**src/rtl/spi_snapshot_pkg.sv**
```systemverilog
// rtl/spi_snapshot_pkg.sv - shared types and constants for spi_snapshot_tx (honours SPI_TX_PARITY_EN)
package spi_snapshot_pkg;

    typedef enum logic [1:0] {
        IDLE  = 2'd0,
        SHIFT = 2'd1,
        DONE  = 2'd2
    } state_e;

    // Synchronizer presets: deselected, clock idle low, data low.
    localparam logic SS_N_RST = 1'b1;
    localparam logic SCLK_RST = 1'b0;
    localparam logic MOSI_RST = 1'b0;

    // Bits per SPI frame: payload, plus one trailing parity bit when enabled.
    function automatic int frame_len(input int data_width);
`ifdef SPI_TX_PARITY_EN
        return data_width + 1;
`else
        return data_width;
`endif
    endfunction

endpackage

```
**src/rtl/cdc_sync_bit.sv**
```systemverilog
// rtl/cdc_sync_bit.sv - multi-flop synchronizer for one asynchronous bit
module cdc_sync_bit #(
    parameter int   STAGES    = 2,
    parameter logic RESET_VAL = 1'b0
) (
    input  logic clk,
    input  logic rst,
    input  logic d_async,
    output logic d_sync
);

    logic [STAGES-1:0] sync_q;
    logic [STAGES-1:0] sync_d;

    // Shift the pin level one stage further along the chain each cycle.
    always_comb begin
        sync_d = {sync_q[STAGES-2:0], d_async};
    end

    // Chain register, preset to the idle level of the pin.
    always_ff @(posedge clk) begin
        if (rst) begin
            sync_q <= {STAGES{RESET_VAL}};
        end else begin
            sync_q <= sync_d;
        end
    end

    assign d_sync = sync_q[STAGES-1];

endmodule

```
**src/rtl/spi_snapshot_tx.sv**
```systemverilog
// rtl/spi_snapshot_tx.sv - SPI mode-0 slave snapshot transmitter/receiver (optional SPI_TX_PARITY_EN)
module spi_snapshot_tx
    import spi_snapshot_pkg::*;
#(
    parameter int DATA_WIDTH  = 8,
    parameter int SYNC_STAGES = 2
) (
    input  logic                  clk,
    input  logic                  rst,
    input  logic                  ss_n_async,
    input  logic                  sclk_async,
    input  logic                  mosi_async,
    input  logic [DATA_WIDTH-1:0] data_in,
    output logic                  miso,
    output logic                  miso_oe,
    output logic [DATA_WIDTH-1:0] rx_data,
    output logic                  rx_valid,
    output logic                  busy,
    output logic                  frame_err
);

    localparam int FRAME_LEN = frame_len(DATA_WIDTH);
    localparam int CNT_W     = $clog2(FRAME_LEN + 1);
    localparam int SETTLE_W  = $clog2(SYNC_STAGES + 1);

    logic ss_s, sclk_s, mosi_s;

    cdc_sync_bit #(.STAGES(SYNC_STAGES), .RESET_VAL(SS_N_RST)) u_sync_ss (
        .clk(clk), .rst(rst), .d_async(ss_n_async), .d_sync(ss_s)
    );
    cdc_sync_bit #(.STAGES(SYNC_STAGES), .RESET_VAL(SCLK_RST)) u_sync_sclk (
        .clk(clk), .rst(rst), .d_async(sclk_async), .d_sync(sclk_s)
    );
    cdc_sync_bit #(.STAGES(SYNC_STAGES), .RESET_VAL(MOSI_RST)) u_sync_mosi (
        .clk(clk), .rst(rst), .d_async(mosi_async), .d_sync(mosi_s)
    );

    state_e                state_q, state_d;
    logic                  ss_prev_q, sclk_prev_q;
    logic [SETTLE_W-1:0]   settle_cnt_q, settle_cnt_d;
    logic                  armed_q, armed_d;
    logic [FRAME_LEN-1:0]  tx_sr_q, tx_sr_d;
    logic [FRAME_LEN-1:0]  rx_sr_q, rx_sr_d;
    logic [CNT_W-1:0]      bit_cnt_q, bit_cnt_d;
    logic                  miso_q, miso_d;
    logic                  miso_oe_q, miso_oe_d;
    logic [DATA_WIDTH-1:0] rx_data_q, rx_data_d;
    logic                  rx_valid_q, rx_valid_d;
    logic                  frame_err_q, frame_err_d;

    logic                  ss_fall, ss_rise, sclk_rise, sclk_fall, settled, last_bit;
    logic [FRAME_LEN-1:0]  load_word, rx_sr_shift;
    logic [CNT_W-1:0]      bit_cnt_inc;
`ifdef SPI_TX_PARITY_EN
    logic                  parity_bad;
`endif

    // Edge detection, post-reset settling and frame word helpers.
    always_comb begin
        ss_fall      = ss_prev_q & ~ss_s;
        ss_rise      = ~ss_prev_q & ss_s;
        sclk_rise    = ~sclk_prev_q & sclk_s;
        sclk_fall    = sclk_prev_q & ~sclk_s;
        // The chain presets are flushed once SYNC_STAGES real samples have arrived;
        // a select is only accepted after SS_N has genuinely been seen high, so a
        // pin still held low across reset cannot masquerade as a falling edge.
        settled      = (settle_cnt_q == SETTLE_W'(SYNC_STAGES));
        settle_cnt_d = settled ? settle_cnt_q : settle_cnt_q + SETTLE_W'(1);
        armed_d      = armed_q | (settled & ss_s);
`ifdef SPI_TX_PARITY_EN
        load_word    = {data_in, ^data_in};
`else
        load_word    = data_in;
`endif
        rx_sr_shift  = {rx_sr_q[FRAME_LEN-2:0], mosi_s};
        bit_cnt_inc  = bit_cnt_q + CNT_W'(1);
        last_bit     = (bit_cnt_inc == CNT_W'(FRAME_LEN));
`ifdef SPI_TX_PARITY_EN
        parity_bad   = rx_sr_shift[0] != (^rx_sr_shift[FRAME_LEN-1:1]);
`endif
    end

    // Frame FSM: next state and all registered outputs.
    always_comb begin
        state_d     = state_q;
        tx_sr_d     = tx_sr_q;
        rx_sr_d     = rx_sr_q;
        bit_cnt_d   = bit_cnt_q;
        miso_d      = miso_q;
        miso_oe_d   = miso_oe_q;
        rx_data_d   = rx_data_q;
        rx_valid_d  = 1'b0;
        frame_err_d = 1'b0;
        case (state_q)
            IDLE: begin
                if (ss_fall && armed_q) begin
                    state_d   = SHIFT;
                    tx_sr_d   = load_word;
                    rx_sr_d   = '0;
                    bit_cnt_d = '0;
                    miso_d    = load_word[FRAME_LEN-1];
                    miso_oe_d = 1'b1;
                end
            end
            SHIFT: begin
                // A deselect in the same cycle as a clock edge discards the edge.
                if (ss_rise) begin
                    state_d     = IDLE;
                    miso_d      = 1'b0;
                    miso_oe_d   = 1'b0;
                    frame_err_d = (bit_cnt_q != '0);
                end else if (sclk_rise) begin
                    rx_sr_d = rx_sr_shift;
                    if (bit_cnt_q != CNT_W'(FRAME_LEN)) begin
                        bit_cnt_d = bit_cnt_inc;
                    end
                    if (last_bit) begin
                        state_d    = DONE;
                        miso_d     = 1'b0;
                        rx_data_d  = rx_sr_shift[FRAME_LEN-1 -: DATA_WIDTH];
                        rx_valid_d = 1'b1;
`ifdef SPI_TX_PARITY_EN
                        frame_err_d = parity_bad;
`endif
                    end
                end else if (sclk_fall) begin
                    tx_sr_d = tx_sr_q << 1;
                    miso_d  = tx_sr_q[FRAME_LEN-2];
                end
            end
            DONE: begin
                miso_d = 1'b0;
                if (ss_rise) begin
                    state_d   = IDLE;
                    miso_oe_d = 1'b0;
                end
            end
            default: begin
                state_d   = IDLE;
                miso_d    = 1'b0;
                miso_oe_d = 1'b0;
            end
        endcase
    end

    // State, edge-detect and output registers.
    always_ff @(posedge clk) begin
        if (rst) begin
            state_q      <= IDLE;
            ss_prev_q    <= SS_N_RST;
            sclk_prev_q  <= SCLK_RST;
            settle_cnt_q <= '0;
            armed_q      <= 1'b0;
            tx_sr_q      <= '0;
            rx_sr_q      <= '0;
            bit_cnt_q    <= '0;
            miso_q       <= 1'b0;
            miso_oe_q    <= 1'b0;
            rx_data_q    <= '0;
            rx_valid_q   <= 1'b0;
            frame_err_q  <= 1'b0;
        end else begin
            state_q      <= state_d;
            ss_prev_q    <= ss_s;
            sclk_prev_q  <= sclk_s;
            settle_cnt_q <= settle_cnt_d;
            armed_q      <= armed_d;
            tx_sr_q      <= tx_sr_d;
            rx_sr_q      <= rx_sr_d;
            bit_cnt_q    <= bit_cnt_d;
            miso_q       <= miso_d;
            miso_oe_q    <= miso_oe_d;
            rx_data_q    <= rx_data_d;
            rx_valid_q   <= rx_valid_d;
            frame_err_q  <= frame_err_d;
        end
    end

    assign miso      = miso_q;
    assign miso_oe   = miso_oe_q;
    assign rx_data   = rx_data_q;
    assign rx_valid  = rx_valid_q;
    assign frame_err = frame_err_q;
    assign busy      = (state_q != IDLE);

endmodule
```
**config.mk**
```make
export PLATFORM = sky130hd
export DESIGN_NAME = spi_snapshot_tx
export DESIGN_NICKNAME = d
export VERILOG_FILES = /design/src/rtl/spi_snapshot_pkg.sv /design/src/rtl/cdc_sync_bit.sv /design/src/rtl/spi_snapshot_tx.sv
export SDC_FILE = /design/constraint.sdc
export NUM_CORES = 1
export LEC_CHECK = 0
export CAP_MARGIN = 30
export CORE_MARGIN = 1
export CORE_UTILIZATION = 40
export DETAILED_ROUTE_END_ITERATION = 16
export GPL_TIMING_DRIVEN = 0
export PLACE_DENSITY_LB_ADDON = 0.08
export SYNTH_ARGS = -nofsm -noshare
export SYNTH_HDL_FRONTEND = slang
export SYNTH_SLANG_ARGS = --single-unit
```
**constraint.sdc**
```tcl
create_clock -name clk -period 3.25 [get_ports clk]
set_clock_uncertainty 0.05 [all_clocks]
set_input_delay 0.325 -clock clk [delete_from_list [all_inputs] [get_ports clk]]
set_output_delay 0.325 -clock clk [all_outputs]
set_load 0.02 [all_outputs]
```
# Yosys cells after proc, flatten, opt, wreduce, memory -nomap -nowiden
# Cells that the tools add are included.
# totals
register_bits	43
latch_bits	0
mem_bits_rw	0
mem_bits_ro	0
out_inout_bits	13
elab_cells	93
mem_count	0
# classes
add_sub_neg	2
multipliers	0
n_div	0
magnitude_cmp	0
n_eq_ne	17
n_shift	0
mux	30
n_bitwise	13
n_reduce_logical	15
# ops
cell	n
$mux W7	7
$pmux W7 S2	2
$mux W4	4
$ne A2 B2 Y1 const B	7
$ne A4 B4 Y1 const B	3
$reduce_and A4 Y1	3
$mux W2	5
$reduce_and A5 Y1	2
$mux W1	8
$pmux W4 S2	1
$not A1 Y1	7
$ne A3 B3 Y1 const B	2
$pmux W2 S3	1
$and A1 B1 Y1	5
$add A4 B1 Y4 const B	1
$eq A2 B2 Y1 const B	2
$eq A4 B4 Y1 const B	1
$pmux W1 S2	2
$reduce_bool A2 Y1	2
$reduce_bool A4 Y1	1
$reduce_or A4 Y1	1
$reduce_and A3 Y1	1
$reduce_or A3 Y1	1
$add A2 B1 Y2 const B	1
7 further kinds	7

# Longest topological paths before layout
# logic_depth
ltp_word	6
depth_mapped	8

# Hierarchy
# A second synthesis with hierarchy kept.
# unflattened
cells_unflattened	216
hier_area_um2	2003.2
# by_module_without_submodules
mod	instances	cells_each	area_each_um2	seq_area_each_um2
spi_snapshot_tx	1	204	1845.5	740.7
cdc_sync_bit	3	4	52.6	40.0

# Least setup slack after synthesis
# Ideal clock, no wire load.
# synth_path
kind	register -> register
start	reg state_q[0]
end	reg tx_sr_q[4]
setup_time_ns	0.088
t_arrival_ns	1.615
t_required_ns	3.112
path_slack_ns	1.497
stages_incl_launch_ff	9
path_buffers	2
period_less_slack_ns	1.753
cell_sequence	dfxtp_1 -> inv_1 -> ha_1 -> buf_4 -> nand2b_1 -> o21ai_2 -> buf_6 -> a21oi_1 -> a311oi_2
# synth_between
elab_chain_cells	3
elab_cells_between_ends	9
# synth_lines
item	line	text
start: declaration	spi_snapshot_tx.sv:38	state_e state_q, state_d;
start signal: assignment	spi_snapshot_tx.sv:163	state_q <= state_d;
$eq A2 B1 Y1 / $logic_not A2 Y1 (equally long branches)	spi_snapshot_tx.sv:94	case (state_q)
$ne A2 B2 Y1 (no source line) / $reduce_bool A2 Y1 (equally long branches)	-	
$reduce_and A5 Y1 (no source line)	-	
end signal: assignment	spi_snapshot_tx.sv:168	tx_sr_q <= tx_sr_d;
end: declaration	spi_snapshot_tx.sv:42	logic [FRAME_LEN-1:0] tx_sr_q, tx_sr_d;
# Several ways; a longest one is shown, not always the timed one.
# A chain may end at the register's enable or synchronous reset.

# Final worst setup path
# layout_path
start	reg state_q[0]
end	out busy
# layout_between
elab_chain_cells	1
# layout_lines
item	line	text
$reduce_bool A2 Y1	spi_snapshot_tx.sv:184	assign busy = (state_q != IDLE);
end: declaration	spi_snapshot_tx.sv:18	output logic busy,
# No other way between the ends.

==> key figures <==
Floorplan
  – Row cnt: 24
  – Core footprint: 4504 um2
  – Die W: ~70 um
  – Die span in y: between 70 and 80 um
  – Ports: 26
  – Initial core utilization: approximately 43%
  – Die footprint: slightly above 5000 um2

Synth
  – Post-synth ARST share: 0%
  – Yosys top cell by area: dfxtp_1
  – Post-Syn Area per Cell: 9.439 um2
  – Synth Area in Simple Gates: between 10% and 20%
  – Syn nets: around 220
  – Largest family of logic cells by synthesized area: compound AO/OA/AOI/OAI gates
  – Post-synth cell types: 48
  – Synth Area in Compound Gates: around a fifth
  – Xor and xnor area share after synthesis: 0.4548%
  – Main synth FF type: dfxtp_1
  – Post-synthesis sequential area ratio: about 45%
  – Synth Area in Adders: between 3 and 4%
  – Yosys top cell area share: between 40% and 50%
  – Yosys Warn Count: 0
  – Mapped cell area: roughly 1900 um2
  – Proportion of synthesized area in mux cells: under 10%
  – Syn Inst Count: between 200 and 250
  – Post-synth EDFFs: 0
  – Yosys reg bits: between 40 and 50
  – Synth area leaders: dfxtp_1 45%, mux2i_1 7.8%, a21oi_1 5.5%, ha_1 3.9%, nor2_1 3.5%

Drt
  – DRC: 0
  – Vias/cell: about 5.6
  – Vias: between 1.5k and 2k
  – Drt first-iter violations: 67
  – Wirelength per Cell: between 10 and 15 um
  – Drt pass-1 iters: 4
  – Drt total wl: a little under 4 mm
  – Post-DRT Antenna Nets: 0

Critical path
  – Worst path required time: about 2900 ps
  – CP Capture Type: primary output
  – Worst r2r src: state_q[0]
  – Worst-path maximum fanout: 9
  – FF-to-FF path depth: 8
  – RR Endpoint: tx_sr_q[4]
  – WP data arrival: between 1500 and 2000 ps
  – CP Launch Type: flop
  – CP Class: flop to primary output
  – Reg2Reg Setup Slack: between 1000 and 1500 ps

Place
  – Dpl hpwl: about 2.9 mm
  – Port Buffers: 25
  – Area post-placement: between 2000 and 2500 um2
  – Post-Place Setup Slack: roughly 1200 ps
  – Routability cong.: roughly 0.94

CTS
  – H-tree Lvls: 2
  – CTS root buf: clkbuf_8
  – Clk sinks: 43
  – CTS tree: done
  – Clk buf depth: 2
  – Clock transition at path regs: ~90 ps
  – Post-CTS Setup Inserts: 0
  – Post-cts resize count: 0
  – Hold_buf cts: 0
  – Total CTS buffers: 5
  – Worst skew pair latency: 290 ps

Global routing
  – Global-route wire length before repair: ~7.0 mm
  – Number of global-route vias before repair: 1533
  – Overall Global Routing Usage: 17.52%
  – Largest net degree at the start of global routing: 14
  – Initial antenna violation count: 0
  – GR Overflow Total: 0

Power and ir drop
  – LEAKAGE: approximately 0.90 nW
  – Pwr Density: a little over 600 nW/um2
  – Worst IR Drop VDD: approximately 0.00034 V

Cells and area
  – NumNets Final: around 260
  – # diodes: 0
  – Final Instance Area: 2374 um2
  – Share of cells above drive strength 1: 9.283%
  – Area Growth Syn to Fin: 23.26%

STA
  – Final worst-path cycle share: 65.93%
  – Worst setup margin: between 1000 and 1500 ps
  – Worst Tran Pin Value: around 540 ps
  – Slew HR: between 60% and 70%
  – Setup Viol. Count Final: 0
  – Final min period: 2143 ps
  – Max Slew Vio Count: 0
  – Post-Route Setup TNS: 0 ps
  – RSZ-0062 raised after global routing: false
  – Hold Fails Final Rpt: 0
  – Fmax: 466.7 MHz

Hold path
  – Worst Hold End: u_sync_ss.sync_q[1]
  – Worst hold stages: 1
  – Worst Hold Launch: u_sync_ss.sync_q[0]
  – Hold Crit Class: flop to flop

Flow run
  – Max_cap viols: 0

Outcome
  – Status: finished, final reports clean
==> critical path: stages (launching register included) <==
cell and delay [ps]:
dfxtp_1 370, inv_1 80, ha_1 200, buf_4 170, inv_1 60, clkdlybuf4s50_1 590
==> registers in the layout, indices dropped and copies added, names as in the netlist <==
register            count
settle_cnt_q            2
u_sync_sclk.sync_q      2
u_sync_mosi.sync_q      2
miso                    1
tx_sr_q                 7
bit_cnt_q               4
u_sync_ss.sync_q        2
rx_data                 8
armed_q                 1
miso_oe                 1
rx_valid                1
rx_sr_q                 7
state_q                 2
frame_err               1
sclk_prev_q             1
ss_prev_q               1
==> how the worst max path moves through the flow <==
stage	from	to	slack, ps	cells past startpoint
after CTS	state_q[0]	busy	1090	5
after global routing	state_q[0]	busy	1010	5
final	state_q[0]	busy	1110	5
after detailed placement	state_q[0]	tx_sr_q[4]	1230	8
after floorplan	state_q[0]	tx_sr_q[4]	1500	8
after global placement	state_q[0]	tx_sr_q[4]	1290	8
==> cell usage after synthesis, types with 2 or more instances <==
cell and number:
dfxtp_1 43, a21oi_1 21, nor2_1 18, mux2i_1 15, nand2_1 12, inv_1 8
nor2b_1 8, o21ai_0 8, nand2b_1 7, ha_1 6, a311oi_1 5, clkbuf_1 5
buf_2 4, nand4_1 4, or2_2 3, a211o_1 2, and3b_1 2, nand3_1 2
o211ai_1 2
==> per-stage QoR <==
step,hold WS [ps],total power (W),util (%),instances
after detailed placement,357.1,0.0009746,49.75,281
after CTS,381.3,0.001469,52.69,289
final,376.4,0.001451,52.69,289
after global placement,351.2,0.0009585,49.75,281
after floorplan,339.5,0.0008662,-,204
after global routing,424.2,0.001536,52.69,289
==> per-layer routing <==
layer / vias up / track usage [%] / part of all wire, %
met1: 764 / 23.21 / 48
met2: 44 / 27.83 / 45
met3: 9 / 3.235 / 4.7
met5: - / 0 / 0
li1: 788 / - / -
met4: 0 / 8.000 / 2.2
==> layout make-up <==
cell class	count	area, um2
buffer	12	61.31
clock buffer	6	72.57
clock inverter	2	60.06
fill	443	2131
inverter	8	30.03
multi-input combinational	141	973.4
sequential	43	860.8
tap	52	65.06
timing repair buffer	25	250.2
==> cell usage in the layout, fill, tap and decap left out, drive strengths merged, types with 3 or more instances in the layout <==
| cell | n |
|---|---|
| ha | 6 |
| nor2 | 18 |
| or2 | 3 |
| nor2b | 9 |
| buf | 7 |
| clkbuf | 11 |
| a311oi | 6 |
| o21ai | 10 |
| clkdlybuf4s50 | 25 |
| inv | 8 |
| nand2 | 12 |
| nand4 | 4 |
| mux2i | 15 |
| a21oi | 21 |
| nand2b | 7 |
| dfxtp | 43 |
==> where the power goes <==
part           leakage, nW  internal [W]  switching (W)
sequential           0.349      0.000565      0.0000249
clock               0.0654      0.000307       0.000184
combinational        0.482      0.000146       0.000224
==> kinds of logic after synthesis <==
family	count (synthesis)
fa+ha+maj	6
compound gates	55
xor+xnor	1
flops	43
mux	16
buf+inv	20
simple gates	63
(Power assumes the default switching activity.)
